<file path="src/rtl/encoder_position_pkg.sv">
// Shared encoder definitions: FSM state encodings, default timing constants
// and a width helper used by the position tracker and its accel sub-block.
package encoder_position_pkg;

    // Accel FSM state encodings
    localparam logic [0:0] ST_SLOW = 1'b0;
    localparam logic [0:0] ST_FAST = 1'b1;

    // Default geometry and timing constants
    localparam int unsigned DEF_WIDTH        = 8;
    localparam int unsigned DEF_ERR_WIDTH    = 4;
    localparam int unsigned DEF_ACCEL_WINDOW = 500000;
    localparam int unsigned DEF_ACCEL_THRESH = 4;
    localparam int unsigned DEF_ACCEL_STEP   = 4;

    // Number of bits needed to hold values 0..max_val (at least 1)
    function automatic int unsigned bits_for(input int unsigned max_val);
        int unsigned w;
        w = 1;
        while (w < 32 && (max_val >> w) != 0) begin
            w = w + 1;
        end
        return w;
    endfunction

endpackage

</file>
<file path="src/rtl/encoder_accel_tracker.sv">
// Step acceleration tracker: interval timer, same-direction streak counter
// and the SLOW/FAST FSM. Provides the magnitude for the step being sampled
// this cycle and a registered FAST indication.
//   clk, rst_n   : clock, async active-low reset
//   step, cw     : step strobe and its direction (1 = increment)
//   clear        : synchronous clear (wins over step)
//   step_mag_c   : magnitude for a step taken this cycle (combinational)
//   fast         : FSM is in FAST
module encoder_accel_tracker
    import encoder_position_pkg::*;
#(
    parameter int unsigned ACCEL_WINDOW = DEF_ACCEL_WINDOW,
    parameter int unsigned ACCEL_THRESH = DEF_ACCEL_THRESH,
    parameter int unsigned ACCEL_STEP   = DEF_ACCEL_STEP,
    parameter int unsigned MAG_W        = bits_for(DEF_ACCEL_STEP)
) (
    input  logic             clk,
    input  logic             rst_n,
    input  logic             step,
    input  logic             cw,
    input  logic             clear,
    output logic [MAG_W-1:0] step_mag_c,
    output logic             fast
);

    localparam int unsigned TMR_W  = bits_for(ACCEL_WINDOW);
    localparam int unsigned STRK_W = bits_for(ACCEL_THRESH);

    localparam logic [TMR_W-1:0]  TMR_MAX  = TMR_W'(ACCEL_WINDOW);
    localparam logic [STRK_W-1:0] STRK_MAX = STRK_W'(ACCEL_THRESH);

    logic [0:0]        state, state_nxt;
    logic [TMR_W-1:0]  timer, timer_nxt;
    logic [STRK_W-1:0] streak, streak_nxt;
    logic              last_cw, last_cw_nxt;
    logic              quick;

    // Next-state, timer, streak and magnitude
    always_comb begin
        state_nxt   = state;
        timer_nxt   = timer;
        streak_nxt  = streak;
        last_cw_nxt = last_cw;
        step_mag_c  = MAG_W'(1);
        // streak==0 means no prior step since reset/clear
        quick = (streak != '0) && (timer < TMR_MAX) && (cw == last_cw);

        if (clear) begin
            state_nxt  = ST_SLOW;
            timer_nxt  = TMR_MAX;
            streak_nxt = '0;
        end else if (step) begin
            timer_nxt   = '0;
            last_cw_nxt = cw;
            if (!quick) begin
                streak_nxt = STRK_W'(1);
            end else if (streak != STRK_MAX) begin
                streak_nxt = streak + STRK_W'(1);
            end
            case (state)
                ST_SLOW: begin
                    // The completing step itself still moves by 1
                    if (streak_nxt == STRK_MAX) begin
                        state_nxt = ST_FAST;
                    end
                end
                ST_FAST: begin
                    if (quick) begin
                        step_mag_c = MAG_W'(ACCEL_STEP);
                    end else begin
                        state_nxt = ST_SLOW;
                    end
                end
                default: state_nxt = ST_SLOW;
            endcase
        end else begin
            if (timer != TMR_MAX) begin
                timer_nxt = timer + TMR_W'(1);
            end
            if (state == ST_FAST && timer == TMR_MAX) begin
                state_nxt = ST_SLOW;
            end
        end
    end

    // State, timer and streak registers
    always_ff @(posedge clk or negedge rst_n) begin
        if (!rst_n) begin
            state   <= ST_SLOW;
            timer   <= TMR_MAX;
            streak  <= '0;
            last_cw <= 1'b0;
            fast    <= 1'b0;
        end else begin
            state   <= state_nxt;
            timer   <= timer_nxt;
            streak  <= streak_nxt;
            last_cw <= last_cw_nxt;
            fast    <= (state_nxt == ST_FAST);
        end
    end

endmodule

</file>
<file path="src/rtl/encoder_position.sv">
// Quadrature position accumulator with step acceleration, wrap/saturate
// bounds and a saturating decoder error counter.
//   CLK, RST_N         : clock, async active-low reset
//   i_cnt, i_cnt_cw    : step strobe and direction (1 = increment)
//   i_cnt_err          : decoder error level/pulse, counted per rising edge
//   i_clear            : synchronous clear, drops a coincident step
//   o_position         : current position
//   o_err_count        : saturating error edge count
//   o_at_min, o_at_max : position at a saturation bound (0 when wrapping)
//   o_step_valid       : one-cycle pulse when o_position changes
//   o_fast             : accelerated stepping active
module encoder_position
    import encoder_position_pkg::*;
#(
    parameter int unsigned WIDTH        = DEF_WIDTH,
    parameter int unsigned ERR_WIDTH    = DEF_ERR_WIDTH,
    parameter int unsigned MIN_POS      = 0,
    parameter int unsigned MAX_POS      = 255,
    parameter int unsigned WRAP         = 0,
    parameter int unsigned RESET_POS    = 0,
    parameter int unsigned ACCEL_WINDOW = DEF_ACCEL_WINDOW,
    parameter int unsigned ACCEL_THRESH = DEF_ACCEL_THRESH,
    parameter int unsigned ACCEL_STEP   = DEF_ACCEL_STEP
) (
    input  logic                 CLK,
    input  logic                 RST_N,
    input  logic                 i_cnt,
    input  logic                 i_cnt_cw,
    input  logic                 i_cnt_err,
    input  logic                 i_clear,
    output logic [WIDTH-1:0]     o_position,
    output logic [ERR_WIDTH-1:0] o_err_count,
    output logic                 o_at_min,
    output logic                 o_at_max,
    output logic                 o_step_valid,
    output logic                 o_fast
);

    localparam int unsigned MAG_W = bits_for(ACCEL_STEP);
    localparam int unsigned EXT_W = WIDTH + 2;

    localparam logic signed [EXT_W-1:0] MIN_EXT = EXT_W'(MIN_POS);
    localparam logic signed [EXT_W-1:0] MAX_EXT = EXT_W'(MAX_POS);

    localparam logic AT_MIN_RST = (WRAP == 0) && (RESET_POS == MIN_POS);
    localparam logic AT_MAX_RST = (WRAP == 0) && (RESET_POS == MAX_POS);

    logic [MAG_W-1:0]        step_mag_c;
    logic signed [EXT_W-1:0] pos_ext, mag_ext, pos_sum;
    logic [WIDTH-1:0]        pos_step, pos_upd;
    logic                    err_d;
    logic                    err_rise;

    encoder_accel_tracker #(
        .ACCEL_WINDOW (ACCEL_WINDOW),
        .ACCEL_THRESH (ACCEL_THRESH),
        .ACCEL_STEP   (ACCEL_STEP),
        .MAG_W        (MAG_W)
    ) u_accel (
        .clk        (CLK),
        .rst_n      (RST_N),
        .step       (i_cnt),
        .cw         (i_cnt_cw),
        .clear      (i_clear),
        .step_mag_c (step_mag_c),
        .fast       (o_fast)
    );

    // Signed next-position with wrap or clamp; two guard bits cover both overflow directions
    always_comb begin
        pos_ext  = signed'(EXT_W'(o_position));
        mag_ext  = signed'(EXT_W'(step_mag_c));
        pos_sum  = i_cnt_cw ? (pos_ext + mag_ext) : (pos_ext - mag_ext);
        pos_step = pos_sum[WIDTH-1:0];
        if (WRAP == 0) begin
            if (pos_sum < MIN_EXT) begin
                pos_step = WIDTH'(MIN_POS);
            end else if (pos_sum > MAX_EXT) begin
                pos_step = WIDTH'(MAX_POS);
            end
        end
        pos_upd = o_position;
        if (i_clear) begin
            pos_upd = WIDTH'(RESET_POS);
        end else if (i_cnt) begin
            pos_upd = pos_step;
        end
    end

    assign err_rise = i_cnt_err & ~err_d;

    // Position, flags and error counter registers
    always_ff @(posedge CLK or negedge RST_N) begin
        if (!RST_N) begin
            o_position   <= WIDTH'(RESET_POS);
            o_err_count  <= '0;
            o_at_min     <= AT_MIN_RST;
            o_at_max     <= AT_MAX_RST;
            o_step_valid <= 1'b0;
            err_d        <= 1'b0;
        end else begin
            err_d        <= i_cnt_err;
            o_position   <= pos_upd;
            o_step_valid <= !i_clear && i_cnt && (pos_step != o_position);
            o_at_min     <= (WRAP == 0) && (pos_upd == WIDTH'(MIN_POS));
            o_at_max     <= (WRAP == 0) && (pos_upd == WIDTH'(MAX_POS));
            if (i_clear) begin
                o_err_count <= '0;
            end else if (err_rise && (o_err_count != '1)) begin
                o_err_count <= o_err_count + ERR_WIDTH'(1);
            end
        end
    end

endmodule

</file>
<file path="config.mk">
export PLATFORM = sky130hd
export DESIGN_NAME = encoder_position
export DESIGN_NICKNAME = d
export VERILOG_FILES = /design/src/rtl/encoder_position_pkg.sv /design/src/rtl/encoder_accel_tracker.sv /design/src/rtl/encoder_position.sv
export SDC_FILE = /design/constraint.sdc
export NUM_CORES = 1
export LEC_CHECK = 0
export ABC_AREA = 1
export CAP_MARGIN = 30
export CORE_MARGIN = 2
export CORE_UTILIZATION = 50
export DETAILED_ROUTE_END_ITERATION = 16
export HOLD_SLACK_MARGIN = 0.06
export PLACE_DENSITY = 0.7
export SKIP_CTS_REPAIR_TIMING = 1
export SLEW_MARGIN = 20
export SYNTH_ARGS = -nofsm -noshare
export SYNTH_HDL_FRONTEND = slang
export SYNTH_HIERARCHICAL = 1
export SYNTH_SLANG_ARGS = --single-unit
export TNS_END_PERCENT = 5
</file>
<file path="constraint.sdc">
create_clock -name CLK -period 7.7 [get_ports CLK]
set_input_delay 1.54 -clock CLK [delete_from_list [all_inputs] [get_ports CLK]]
set_output_delay 1.54 -clock CLK [all_outputs]
set_load 0.01 [all_outputs]
</file>
# Word-level counts from Yosys, hierarchy flattened
# Cells that the tools add are included.
# op_classes
add_sub_neg	5
magnitude_cmp	3
eq_ne	8
n_mux	26
bitwise_logic	4
n_reduce_logical	14
# op_table
operator	n
19-bit two-way mux	3
8-bit two-way mux	4
3-bit two-way mux	10
19-bit by 1-bit adder with 19-bit output (second input constant)	1
19-bit == test (second input constant)	1
19-bit < comparator (second input constant)	1
19-bit inequality test (second input constant)	1
10-bit by 9-bit greater-than comparator with 1-bit output (second input constant)	1
10-bit by 1-bit < comparator with 1-bit output (second input constant)	1
10-bit two-way mux	1
8-bit by 3-bit adder with 9-bit output	1
3-bit nonzero test	3
8-bit by 3-bit subtractor with 9-bit output	1
8-bit == test (second input constant)	1
8-bit logical NOT	1
4-bit two-way mux	2
8-bit inequality test	1
1-bit logical AND	6
1-bit two-way mux	5
4-bit by 1-bit adder with 4-bit output (second input constant)	1
4-bit inequality test (second input constant)	1
2-bit nonzero test	2
3-bit by 1-bit adder with 3-bit output (second input constant)	1
3-bit == test (second input constant)	1
other kinds (7)	9
# word_totals
register_bits	40
input_bits	6
output_inout_bits	16
elab_cells	70

# Longest topological paths before layout
# Gate-level depths: netlist (run 1).
# logic_depth
ltp_word	15
depth_mapped	23
ltp_nobuf	23

# By module
# The synthesis (run 1) kept the hierarchy.
# by_module_without_submodules
mod	n_inst	cells_per_inst	area_each_um2	seq_area_each_um2
encoder_accel_tracker	1	207	1483.9	609.3
encoder_position	1	214	1431.4	401.6

# Worst setup path after synthesis (run 1)
# OpenSTA, ideal clock, no wires.
# synth_path
path_kind	input to register
startpoint	in i_cnt
endpoint	reg o_step_valid
setup_time_ps	113
arrival_ps	3610
setup_slack_ps	3977
path_stages	17
cell_sequence	inv_1 > nor2_1 > nand4_1 > ha_1 > fa_1 > inv_1 > nand2_2 > and2_4 > nand2_4 > buf_6 > nand3_1 > nand2_1 > nand2_1 > nor2_1 > nand3_1 > nand2_1 > inv_1
# synth_between
elab_chain_cells	9
# synth_rtl
item	line_no	rtl
start: declaration	encoder_position.sv:27	input logic i_cnt,
3-bit two-way mux (*)	encoder_accel_tracker.sv:52	end else if (step) begin
3-bit two-way mux (*)	encoder_accel_tracker.sv:48	if (clear) begin
via step_mag_c[0]	encoder_position.sv:48	logic [MAG_W-1:0] step_mag_c;
8-bit by 3-bit subtractor with 9-bit output / 8-bit by 3-bit adder with 9-bit output (equally long branches)	encoder_position.sv:73	pos_sum = i_cnt_cw ? (pos_ext + mag_ext) : (pos_ext - mag_ext);
10-bit two-way mux (*)	encoder_position.sv:73	
10-bit by 9-bit greater-than comparator with 1-bit output	encoder_position.sv:78	end else if (pos_sum > MAX_EXT) begin
8-bit two-way mux	encoder_position.sv:78	
8-bit two-way mux (*)	encoder_position.sv:76	if (pos_sum < MIN_EXT) begin
8-bit inequality test (*)	encoder_position.sv:104	o_step_valid <= !i_clear && i_cnt && (pos_step != o_position);
1-bit logical AND (*)	encoder_position.sv:104	
end signal: assignment	encoder_position.sv:104	
end: declaration	encoder_position.sv:35	output logic o_step_valid,
# The timed path passes the listed nets; every way through them passes the cells marked *.
# A chain may end at the register's enable or synchronous reset.

# Worst setup path in the final report (run 1)
# layout_path
startpoint	in i_cnt
endpoint	reg o_at_max
# layout_between
elab_chain_cells	10
# layout_rtl
item	line_no	rtl
3-bit two-way mux (*)	encoder_accel_tracker.sv:52	
3-bit two-way mux (*)	encoder_accel_tracker.sv:48	
via step_mag_c[0]	encoder_position.sv:48	
8-bit by 3-bit subtractor with 9-bit output / 8-bit by 3-bit adder with 9-bit output (equally long branches)	encoder_position.sv:73	
10-bit two-way mux (*)	encoder_position.sv:73	
10-bit by 9-bit greater-than comparator with 1-bit output	encoder_position.sv:78	
8-bit two-way mux	encoder_position.sv:78	
8-bit two-way mux (*)	encoder_position.sv:76	
8-bit two-way mux (*)	encoder_position.sv:85	end else if (i_cnt) begin
8-bit two-way mux (*)	encoder_position.sv:83	if (i_clear) begin
via pos_upd[2]	encoder_position.sv:50	logic [WIDTH-1:0] pos_step, pos_upd;
8-bit == test (*)	encoder_position.sv:106	o_at_max <= (WRAP == 0) && (pos_upd == WIDTH'(MAX_POS));
end signal: assignment	encoder_position.sv:106	
end: declaration	encoder_position.sv:34	output logic o_at_max,
# Marks and branches as above.

==> results of run 1 <==
[layout make-up]
cell class                      instances  area, um^2  area share
Timing Repair Buffer                   22         225      0.0682
Clock buffer                            6        72.6      0.0220
Sequential cell                        40        1010       0.306
Inverter                               70         263      0.0795
Multi-Input combinational cell        306        1610       0.486
Tap cell                               72        90.1      0.0273
Clock inverter                          2        35.0      0.0106
[sequential cells by signal, summed over array words and instances, names as in the netlist]
signal / flops
o_err_count: 4
u_accel/state: 1
u_accel/timer: 19
o_step_valid: 1
u_accel/streak: 3
o_at_max: 1
o_at_min: 1
o_position: 8
err_d: 1
u_accel/last_cw: 1
[worst max-delay path, stage by stage]
cell and delay (ns):
clkdlybuf4s50_1 0.84, inv_1 0.23, nor2_1 0.38, nand4_1 0.28, inv_1 0.15, inv_1 0.06, ha_1 0.40, a21oi_4 0.30
nand3_4 0.17, nand2_2 0.10, nand2_1 0.07, nand2_1 0.07, nand2_1 0.09, inv_2 0.06, nand3_1 0.06, nor2_1 0.11
nand2_1 0.06, nor2_1 0.08
[where the power goes]
part	internal (W)	switching [W]	total (W)	leakage (nW)
registers	0.000223	0.0000122	0.000235	0.517
logic	0.0000489	0.0000763	0.000125	1.07
clock network	0.0000962	0.0000698	0.000166	0.0552
[placed cells by master (no fill, tap or decap), types with 2 or more instances in the layout]
cell type / instances
nand3b_1: 2
a21oi_1: 19
clkinv_1: 3
nor3_1: 10
nand4_1: 8
dfstp_2: 8
nor2_1: 40
clkbuf_8: 5
fa_1: 2
o21ai_1: 3
nand3_2: 2
inv_1: 64
nand2_4: 2
nor2_4: 4
dfrtp_1: 32
nand2_2: 9
inv_2: 3
ha_1: 12
o21bai_2: 2
o21ai_0: 17
clkdlybuf4s50_1: 20
nand3_1: 41
o211ai_1: 2
nand2_1: 119
[layer usage]
metal,up-vias,track usage
li1,1379,-
met1,1203,0.279
met2,44,0.375
met3,4,0.0303
met4,0,0.0407
met5,-,0
[worst paths after layout]
| check | start | endpoint | slack, ns | cells past startpoint |
|---|---|---|---|---|
| worst max-delay path | i_cnt | o_at_max | 2.86 | 18 |
| worst min-delay path | u_accel/timer[10] | u_accel/timer[10] | 0.49 | 1 |
| worst max register to register | u_accel/streak[0] | o_at_max | 4.50 | 20 |
| worst min register to register | u_accel/timer[10] | u_accel/timer[10] | 0.49 | 1 |
| max in group asynchronous | RST_N | u_accel/timer[13] | 6.01 | 2 |
| min in group asynchronous | RST_N | o_position[2] | 1.15 | 1 |
[through the flow]
stage	hold slack (ns)	setup WS, ns	utilization	instances
after detailed placement	0.488	2.55	0.570	509
after global placement	0.479	2.67	0.570	509
after CTS	0.499	2.85	0.589	517
after floorplan	0.456	3.98	-	421
final	0.491	2.86	0.593	518
after global routing	0.523	2.46	0.593	518
[cell families (layout without fill, tap and decap cells)]
logic type	Yosys count	count (layout)	share of synthesized area
AO/OA/AOI/OAI	49	49	0.103
XOR/XNOR	2	2	0.00601
adder cells (fa/ha/maj)	14	14	0.0652
buffers and inverters	75	100	0.102
flip-flops	40	40	0.347
other	1	1	0.00129
AND/OR/NAND/NOR	240	240	0.375
==> results.toml, run 1 <==
[run_status]
outcome = "complete, no violations"

[sta]
setup_viol = 0
slew_headroom = 0.492
clock-skew-final_ns = 0.0119
final-max-slew-violation-count = 0
max_freq_ghz = 0.207
fin_tns_setup_ns = 0
min_period_ns = 4.84
fin_crit_sh = 0.628
tightestPinTransition_ns = 0.759
rsz0062_at_grt = "false"
hold_viol = 0

[route]
drtIter0Drc = 118
wl_um = 6090
top_layer_used = "met4"
wl_per_cell_um = 11.8
via_count = 2630
route.met2.wl_um = 2940
wl_met1_um = 2920
met3WireLength_um = 186
vias_per_cell = 5.08
ant_nets = 0
drc = 0
firstDrtPassIters = 4

[clock_tree]
cts-htree-levels = 2
cts.sinks = 40
cts_root_buf = "clkbuf_8"
cts_buffers = 5
cts.path.max_buffers = 2
cts.clk_slew.worst_paths_ns = 0.08
cts_tree = "yes"
clock_latency_ns = 0.29

[critical_path]
arrival_ns = 5.07
critPathLaunchType = "input pin"
critPathMaxFanout = 14
cp.required_ns = 7.93
crit_type = "input pin to flip-flop"
crit_path_end_kind = "flip-flop"

[logic_synthesis]
ys.flop_type = "dfrtp_1"
synthArstFlopShare = 1.00
yosysMostFrequentCell = "nand2_1"
yosysTopAreaCellShare = 0.275
synthesis.nets = 441
synth.ff_latch_count = 40
yosys.area.top_type = "dfrtp_1"
yosys-top-cells-area = "dfrtp_1 27%, nand2_1 15%, inv_1 8.2%"
syn_area_um2 = 2920
synth.distinct_cells = 38
yosys_warnings = 6
yosys-top-cells-count = "119 x nand2_1, 64 x inv_1, 41 x nand3_1"
synthCells = 421
synth_edf_count = 0
ys_seq_area_frac = 0.347
syn_avg_cell_area_um2 = 6.92

[die]
initial_utilization = 0.523
core_area_um2 = 5570
die-width_um = 80.4
die_h_um = 80.4
rows = 27
io_pins = 22
die_area_um2 = 6460

[power]
peakVddDrop_mv = 0.165
power_w = 0.000526
pwr_density_cell_nw_per_um2 = 159
leakage_nw = 1.64

[grt]
grt_usage = 0.213
antenna_found_initial = 0
grt_pass1_wl_um = 11000
grt_pass1_vias = 2506
grt_max_degree = 41
gr-total-overflow = 0

[cells_and_area]
fillCellCount = 557
syn2layout_area_growth_pct = 13.3
num_antenna_cells = 0
layout.nets = 465
design_area_um2 = 3300
layout-drive-gt1-share = 0.103

[placement]
gp_congestion = 0.882
postPlaceCellArea_um2 = 3180
port_buffers = 21
hpwl_um = 4820

[worst_hold_path]
hold_class = "flip-flop to flip-flop"

[job]
max_cap_viol_count = 0
No activity file was read; power rests on OpenSTA's default activity.
==> run 2: changes to the inputs <==
==> constraint.sdc (replaced) <==
create_clock -name CLK -period 4.6 [get_ports CLK]
set_input_delay 0.92 -clock CLK [delete_from_list [all_inputs] [get_ports CLK]]
set_output_delay 0.92 -clock CLK [all_outputs]
set_load 0.01 [all_outputs]
==> results.toml, run 2 (synthesis gave the netlist of run 1 again) <==
[clock_tree]
cts-htree-levels = 2
cts.sinks = 40
cts_buffers = 5
cts_tree = "yes"
cts.clk_slew.worst_paths_ns = 0.08
cts.path.max_buffers = 2
clock_latency_ns = 0.29
cts_root_buf = "clkbuf_8"

[sta]
clock-skew-final_ns = 0.00718
setup_slack_ns = 0.795
hold-worst-slack_ns = 0.492
fin_crit_sh = 0.827
tightestPinTransition_ns = 0.868
hold_viol = 0
final-max-slew-violation-count = 0
fin_tns_setup_ns = 0
rsz0062_at_grt = "false"
slew_headroom = 0.421
min_period_ns = 3.81
setup_viol = 0
max_freq_ghz = 0.263

[route]
wl_um = 6380
vias_per_cell = 5.09
wl_per_cell_um = 12.3
drc = 0
ant_nets = 0
drtIter0Drc = 226
via_count = 2642
firstDrtPassIters = 5

[cells_and_area]
layout.nets = 466
layout-drive-gt1-share = 0.107
num_antenna_cells = 0
final_common_cell = "nand2_1"
layout_common_cells = "119 x nand2_1, 64 x inv_1, 41 x nand3_1, 40 x nor2_1, 32 x dfrtp_1"
top_register = "u_accel/timer"
reg_top3 = "u_accel/timer (19), o_position (8), o_err_count (4)"
largest_reg_flops = 19
syn2layout_area_growth_pct = 13.3

[critical_path]
slowest_delay_ns = 0.61
crit_buf_inv = 4
crit_path_end_kind = "flip-flop"
crit_type = "input pin to flip-flop"
reg2reg_depth = 20
cp-startpoint = "i_cnt_cw"
path_delay_family = "simple AND/OR/NAND/NOR gates"
critPathSlowestCell = "clkdlybuf4s50_1"
critPathMaxFanout = 14
crit_top_cell = "nand2_1"
cp.required_ns = 4.83
arrival_ns = 4.04
r2r_end = "o_at_max"
r2r_slack_ns = 1.40
path_cells = "clkdlybuf4s50_1, inv_1, nand2_1, nand3_1, a21oi_1, nand4_1, ha_1, fa_1, inv_1, nand2_2, and2_4, nand2_4, nand2_1, nand2_1, nand2_1, inv_2, nand3_1, nor2_1, nand2_1, nor2_1"
critPathLaunchType = "input pin"
regToRegStartpoint = "u_accel/streak[0]"

[placement]
port_buffers = 21
hpwl_um = 4950
gp_congestion = 0.913
dp_slack_ns = 0.470

[die]
die_h_um = 80.4
initial_utilization = 0.523
die-width_um = 80.4
rows = 27
io_pins = 22
die_area_um2 = 6460
core_area_um2 = 5570

[worst_hold_path]
hold_class = "flip-flop to flip-flop"
min_to = "u_accel/timer[10]"
hold_path_depth = 1
min_from = "u_accel/timer[10]"

[grt]
gr-total-overflow = 0
antenna_found_initial = 0
grt_pass1_wl_um = 11200
grt_usage = 0.223
grt_pass1_vias = 2547
grt_max_degree = 41

[job]
max_cap_viol_count = 0

[power]
peakVddDrop_mv = 0.208
pwr_density_cell_nw_per_um2 = 270
leakage_nw = 1.64

[run_status]
outcome = "complete, no violations"
[run 2: worst max path at each step]
stage | slack (ns) | cells after the start | endpoint
global route | 0.45 | 20 | o_at_max
finish | 0.79 | 20 | o_at_max
global placement | 0.55 | 20 | o_at_max
detailed placement | 0.47 | 20 | o_at_max
floorplan | 1.50 | 17 | o_step_valid
CTS | 0.78 | 20 | o_at_max
[run 2: layout make-up]
| cell class | instances | area (um^2) |
|---|---|---|
| clock buffer | 5 | 68.8 |
| timing repair buffer | 23 | 220 |
| fill | 536 | 2270 |
| inverter | 70 | 263 |
| sequential | 40 | 1010 |
| tap | 72 | 90.1 |
| clock inverter | 3 | 42.5 |
| multi-input combinational | 306 | 1610 |
[run 2: power breakdown]
group | total [W] | internal (W) | switching [W]
clock | 0.000286 | 0.000161 | 0.000125
sequential | 0.000393 | 0.000373 | 0.0000207
combinational | 0.000211 | 0.0000814 | 0.000130
total | 0.000891 | 0.000615 | 0.000276
[run 2: through the flow]
stage / std cells / area (um^2) / power, W / utilization
6_report: 519 / 3300 / 0.000891 / 0.592
5_1_grt: 519 / 3300 / 0.000949 / 0.592
4_1_cts: 519 / 3300 / 0.000899 / 0.592
3_5_place_dp: 511 / 3190 / 0.000611 / 0.572
3_3_place_gp: 511 / 3190 / 0.000608 / 0.572
2_1_floorplan: 421 / 2920 / 0.000546 / -
[run 2: per-layer routing]
metal | routed length (um) | share of wire | vias up | track usage
met2 | 3080 | 0.48 | 43 | 0.381
met5 | 0 | 0 | - | 0
met1 | 3010 | 0.47 | 1213 | 0.289
li1 | - | - | 1377 | -
met4 | 86 | 0.013 | 0 | 0.0729
met3 | 209 | 0.033 | 9 | 0.0348
==> run 3: changes to the inputs <==
--- a/config.mk
+++ b/config.mk
@@ -11,7 +11,7 @@
 export CORE_UTILIZATION = 50
 export DETAILED_ROUTE_END_ITERATION = 16
 export HOLD_SLACK_MARGIN = 0.06
-export PLACE_DENSITY = 0.7
+export PLACE_DENSITY = 0.73
 export SKIP_CTS_REPAIR_TIMING = 1
 export SLEW_MARGIN = 20
 export SYNTH_ARGS = -nofsm -noshare
==> constraint.sdc (replaced) <==
create_clock -name CLK -period 3.2 [get_ports CLK]
set_input_delay 0.64 -clock CLK [delete_from_list [all_inputs] [get_ports CLK]]
set_output_delay 0.64 -clock CLK [all_outputs]
set_load 0.01 [all_outputs]
==> results.toml, run 3 (synthesis gave the netlist of run 1 again) <==
[clock_tree]
cts.clk_slew.worst_paths_ns = 0.08
cts_root_buf = "clkbuf_8"
cts.path.max_buffers = 2
clock_latency_ns = 0.29
cts_buffers = 5
cts.sinks = 40
cts_tree = "yes"
cts-htree-levels = 2

[cells_and_area]
top_register = "u_accel/timer"
layout-drive-gt1-share = 0.184
num_antenna_cells = 0
finalNonFillerCells = 544
layout.nets = 491
final_common_cell = "nand2_1"
fillCellCount = 502
syn2layout_area_growth_pct = 21.6
reg_top3 = "u_accel/timer (19), o_position (8), o_err_count (4)"
largest_reg_flops = 19
layout_common_cells = "114 x nand2_1, 61 x inv_1, 41 x nand3_1, 38 x nor2_1, 32 x dfrtp_1"
design_area_um2 = 3540

[grt]
grt_pass1_vias = 2566
grt_pass1_wl_um = 11200
gr-total-overflow = 0
grt_max_degree = 41
grt_usage = 0.219
antenna_found_initial = 0

[sta]
hold_viol = 0
max_freq_ghz = 0.327
min_period_ns = 3.06
fin_crit_sh = 0.956
fin_tns_setup_ns = 0
clock-skew-final_ns = 0.00646
final-max-slew-violation-count = 0
setup_viol = 0

[critical_path]
slowest_delay_ns = 0.49
crit_type = "input pin to flip-flop"
arrival_ns = 3.29
r2r_slack_ns = 0.19
r2r_end = "o_at_max"
path_depth = 17
crit_buf_inv = 4
critPathSlowestCell = "clkdlybuf4s50_1"
reg2reg_depth = 20
critPathLaunchType = "input pin"
critPathMaxFanout = 10
cp.required_ns = 3.43
path_cells = "clkdlybuf4s50_1, inv_1, nor2_2, nand4_1, buf_4, ha_2, fa_2, inv_1, nand2_2, and2_4, nand2_8, nand2_2, a21boi_2, nand3_1, nor2_1, nand2_1, nor2_1"
path_delay_family = "simple AND/OR/NAND/NOR gates"
crit_path_end_kind = "flip-flop"
regToRegStartpoint = "u_accel/timer[13]"
cp-startpoint = "i_cnt"
cp-endpoint = "o_at_max"

[route]
vias_per_cell = 5.13
drtIter0Drc = 208
wl_um = 6580
ant_nets = 0
wl_per_cell_um = 12.1
firstDrtPassIters = 4
via_count = 2790
drc = 0

[placement]
postPlaceCellArea_um2 = 3320
dpl.cell_count = 527
gp_congestion = 0.918
hpwl_um = 4930
port_buffers = 21

[job]
max_cap_viol_count = 0

[die]
rows = 27
die-width_um = 80.4
die_h_um = 80.4
io_pins = 22
initial_utilization = 0.523
die_area_um2 = 6460
core_area_um2 = 5570

[worst_hold_path]
hold_class = "input pin to asynchronous set/reset pin"

[power]
power_w = 0.00124
pwr_density_cell_nw_per_um2 = 350
peakVddDrop_mv = 0.243
leakage_nw = 1.76

[run_status]
outcome = "complete, no violations"
[run 3: final cells by class]
cell class / count / area [um^2] / share of cell area
Sequential cell: 40 / 1010 / 0.285
Multi-Input combinational cell: 307 / 1660 / 0.469
Tap cell: 72 / 90.1 / 0.0254
Clock inverter: 1 / 5.00 / 0.00141
Timing Repair Buffer: 47 / 435 / 0.123
Clock buffer: 7 / 76.3 / 0.0215
Inverter: 70 / 263 / 0.0741
[run 3: how the worst min path moves through the flow]
stage,startpoint,end,slack [ns]
after floorplan,RST_N,err_d,0.34
after global placement,u_accel/timer[10],u_accel/timer[10],0.48
after detailed placement,u_accel/timer[10],u_accel/timer[10],0.48
after CTS,RST_N,o_position[0],0.49
after global routing,RST_N,o_err_count[3],0.30
final,RST_N,o_err_count[3],0.27
[run 3: per-stage QoR]
step | util | setup WS (ns) | hold slack (ns)
CTS | 0.611 | -0.0488 | 0.487
detailed placement | 0.596 | -0.348 | 0.478
floorplan | - | 0.377 | 0.344
global route | 0.636 | -0.0589 | 0.301
finish | 0.636 | 0.140 | 0.274
global placement | 0.596 | -0.227 | 0.475
[run 3: power by group]
group | internal [W] | switching [W] | leakage [nW]
Sequential | 0.000536 | 0.0000294 | 0.517
Combinational | 0.000151 | 0.000203 | 1.20
Clock | 0.000153 | 0.000169 | 0.0422
Total | 0.000839 | 0.000401 | 1.76
[run 3: per-layer routing]
layer  GRT usage  up-vias  part of all wire  wire length [um]
li1            -     1436                 -                 -
met3      0.0303        6             0.030               198
met1       0.285     1296              0.47              3090
met2       0.379       52              0.49              3220
met4      0.0627        0             0.012                76
met5           0        -                 0                 0
==> edit: new RTL, config.mk and constraints of run 2 <==
Change the package constant `DEF_ERR_WIDTH` from 4 to 5.
--- a/src/rtl/encoder_position_pkg.sv
+++ b/src/rtl/encoder_position_pkg.sv
@@ -8,7 +8,7 @@
 
     // Default geometry and timing constants
     localparam int unsigned DEF_WIDTH        = 8;
-    localparam int unsigned DEF_ERR_WIDTH    = 4;
+    localparam int unsigned DEF_ERR_WIDTH    = 5;
     localparam int unsigned DEF_ACCEL_WINDOW = 500000;
     localparam int unsigned DEF_ACCEL_THRESH = 4;
     localparam int unsigned DEF_ACCEL_STEP   = 4;
Interface: changed (resized o_err_count); port bits go from 22 to 23. The function was not compared with the original's and may differ.
==> edit against run 2 <==
Worst setup slack better by 25 ps. Via count about the same. Design area up 0.87%. Maximum frequency up 0.67%. Final cell count down 0.19%. Routed wire length up 0.99%. Sequential cell count up 1. Critical path depth up 2. Total power down 5.6%. Count of clock-buffer cells in the layout up 2. First-iteration DRC count down 21%. Synthesized area up 0.69%.
==> edit: results <==
export IMPL_status="completed"
export IMPL_place_congestion=0.862
export IMPL_vias=2641
export IMPL_top_regs="u_accel/timer x19, o_position x8, o_err_count x5"
export IMPL_comb_power_mw=0.205
export IMPL_grt_use_total_pct=22.5
export IMPL_worstPathMaxFanout=10
export IMPL_place_area_um2=3220
export IMPL_synth_area_leaders="dfrtp_1 (28%), nand2_1 (14%), inv_1 (7.7%), dfstp_2 (7.2%), nand3_1 (6.6%)"
export IMPL_diodes=0
export IMPL_avgSynthCellArea_um2=7.01
export IMPL_slew_headroom_pct=44.1
export IMPL_synth_cells_most_frequent="nand2_1 (108), inv_1 (60), nor2_1 (42)"
export IMPL_min_path_type="flip-flop to flip-flop"
export IMPL_drt_total_wl_mm=6.45
export IMPL_clock_path_buffers=2
export IMPL_ys_types=39
export IMPL_finalNonFillerCells=518
export IMPL_p_seq_mw=0.402
export IMPL_grt_max_degree=42
export IMPL_drive_gt1_share_pct=11.2
export IMPL_swShare_pct=30.9
export IMPL_cpPeakStageDelay_ps=700
export IMPL_grt_pass1_wl_mm=11.5
export IMPL_dp_cells=510
export IMPL_clk_pin_slew_worst_paths_ps=80
export IMPL_grt_pass1_vias=2606
export IMPL_finalClockSkew_ps=5.51
export IMPL_ys_warn_count=6
export IMPL_ys_seq_area_share_pct=35.3
export IMPL_slowest_stage="clkdlybuf4s50_1"
export IMPL_finalNetCount=467
export IMPL_p_leak_nw=1.62
export IMPL_numPortBuffers=22
export IMPL_antenna_found_initial=0
export IMPL_arrival_ps=4000
export IMPL_dr_pass1_iters=4
export IMPL_syn_nets=440
export IMPL_ir_drop_v=0.000127
export IMPL_drt_first_iter_violations=179
export IMPL_detailed_place_hpwl_mm=5.01
==> edit: cells by family after synthesis <==
group	count (synthesis)	share of synthesized area, %
and+or+nand+nor	230	35.4
buffers and inverters	74	9.89
AOI/OAI and AO/OA	54	11.2
DFF	41	35.3
adders and majority gates	15	6.91
xor gates and xnor gates	4	1.19
other	1	0.128
==> edit: worst paths after layout <==
path | start | endpoint | slack, ps | cells past startpoint
max reg2reg | u_accel/streak[0] | o_at_max | 1530 | 22
min reg2reg | u_accel/timer[10] | u_accel/timer[10] | 510 | 1
max in group asynchronous | RST_N | u_accel/timer[8] | 3530 | 2
max | i_cnt_cw | o_at_max | 820 | 22
min | u_accel/timer[10] | u_accel/timer[10] | 510 | 1
min in group asynchronous | RST_N | u_accel/timer[3] | 530 | 1
==> edit: area by class of cell <==
type	instances	area, µm²
sequential	41	1040
clock buffer	7	86.3
tap	72	90.1
inverter	69	259
multi-input combinational	304	1610
timing repair buffer	25	250
fill	547	2240
==> edit: metrics by stage <==
stage / power, mW / worst slack, ps
final: 0.841 / 820
after global routing: 0.902 / 398
after CTS: 0.851 / 814
after detailed placement: 0.613 / 526
after global placement: 0.609 / 664
after floorplan: 0.547 / 1560
==> edit: per-layer routing <==
metal / part of all wire (%) / vias to the layer above / global-route usage, %
li1: - / 1386 / -
met1: 48 / 1198 / 30.4
met2: 47 / 53 / 38.1
met3: 4.1 / 4 / 2.81
met4: 0.81 / 0 / 5.42
met5: 0 / - / 0
==> edit: worst max-delay path, delay by kind of cell <==
family                     cells  cell delay, ps
and+or+nand+nor               14            1390
buffers and inverters          6            1100
AOI/OAI and AO/OA              1             220
adders and majority gates      1             350
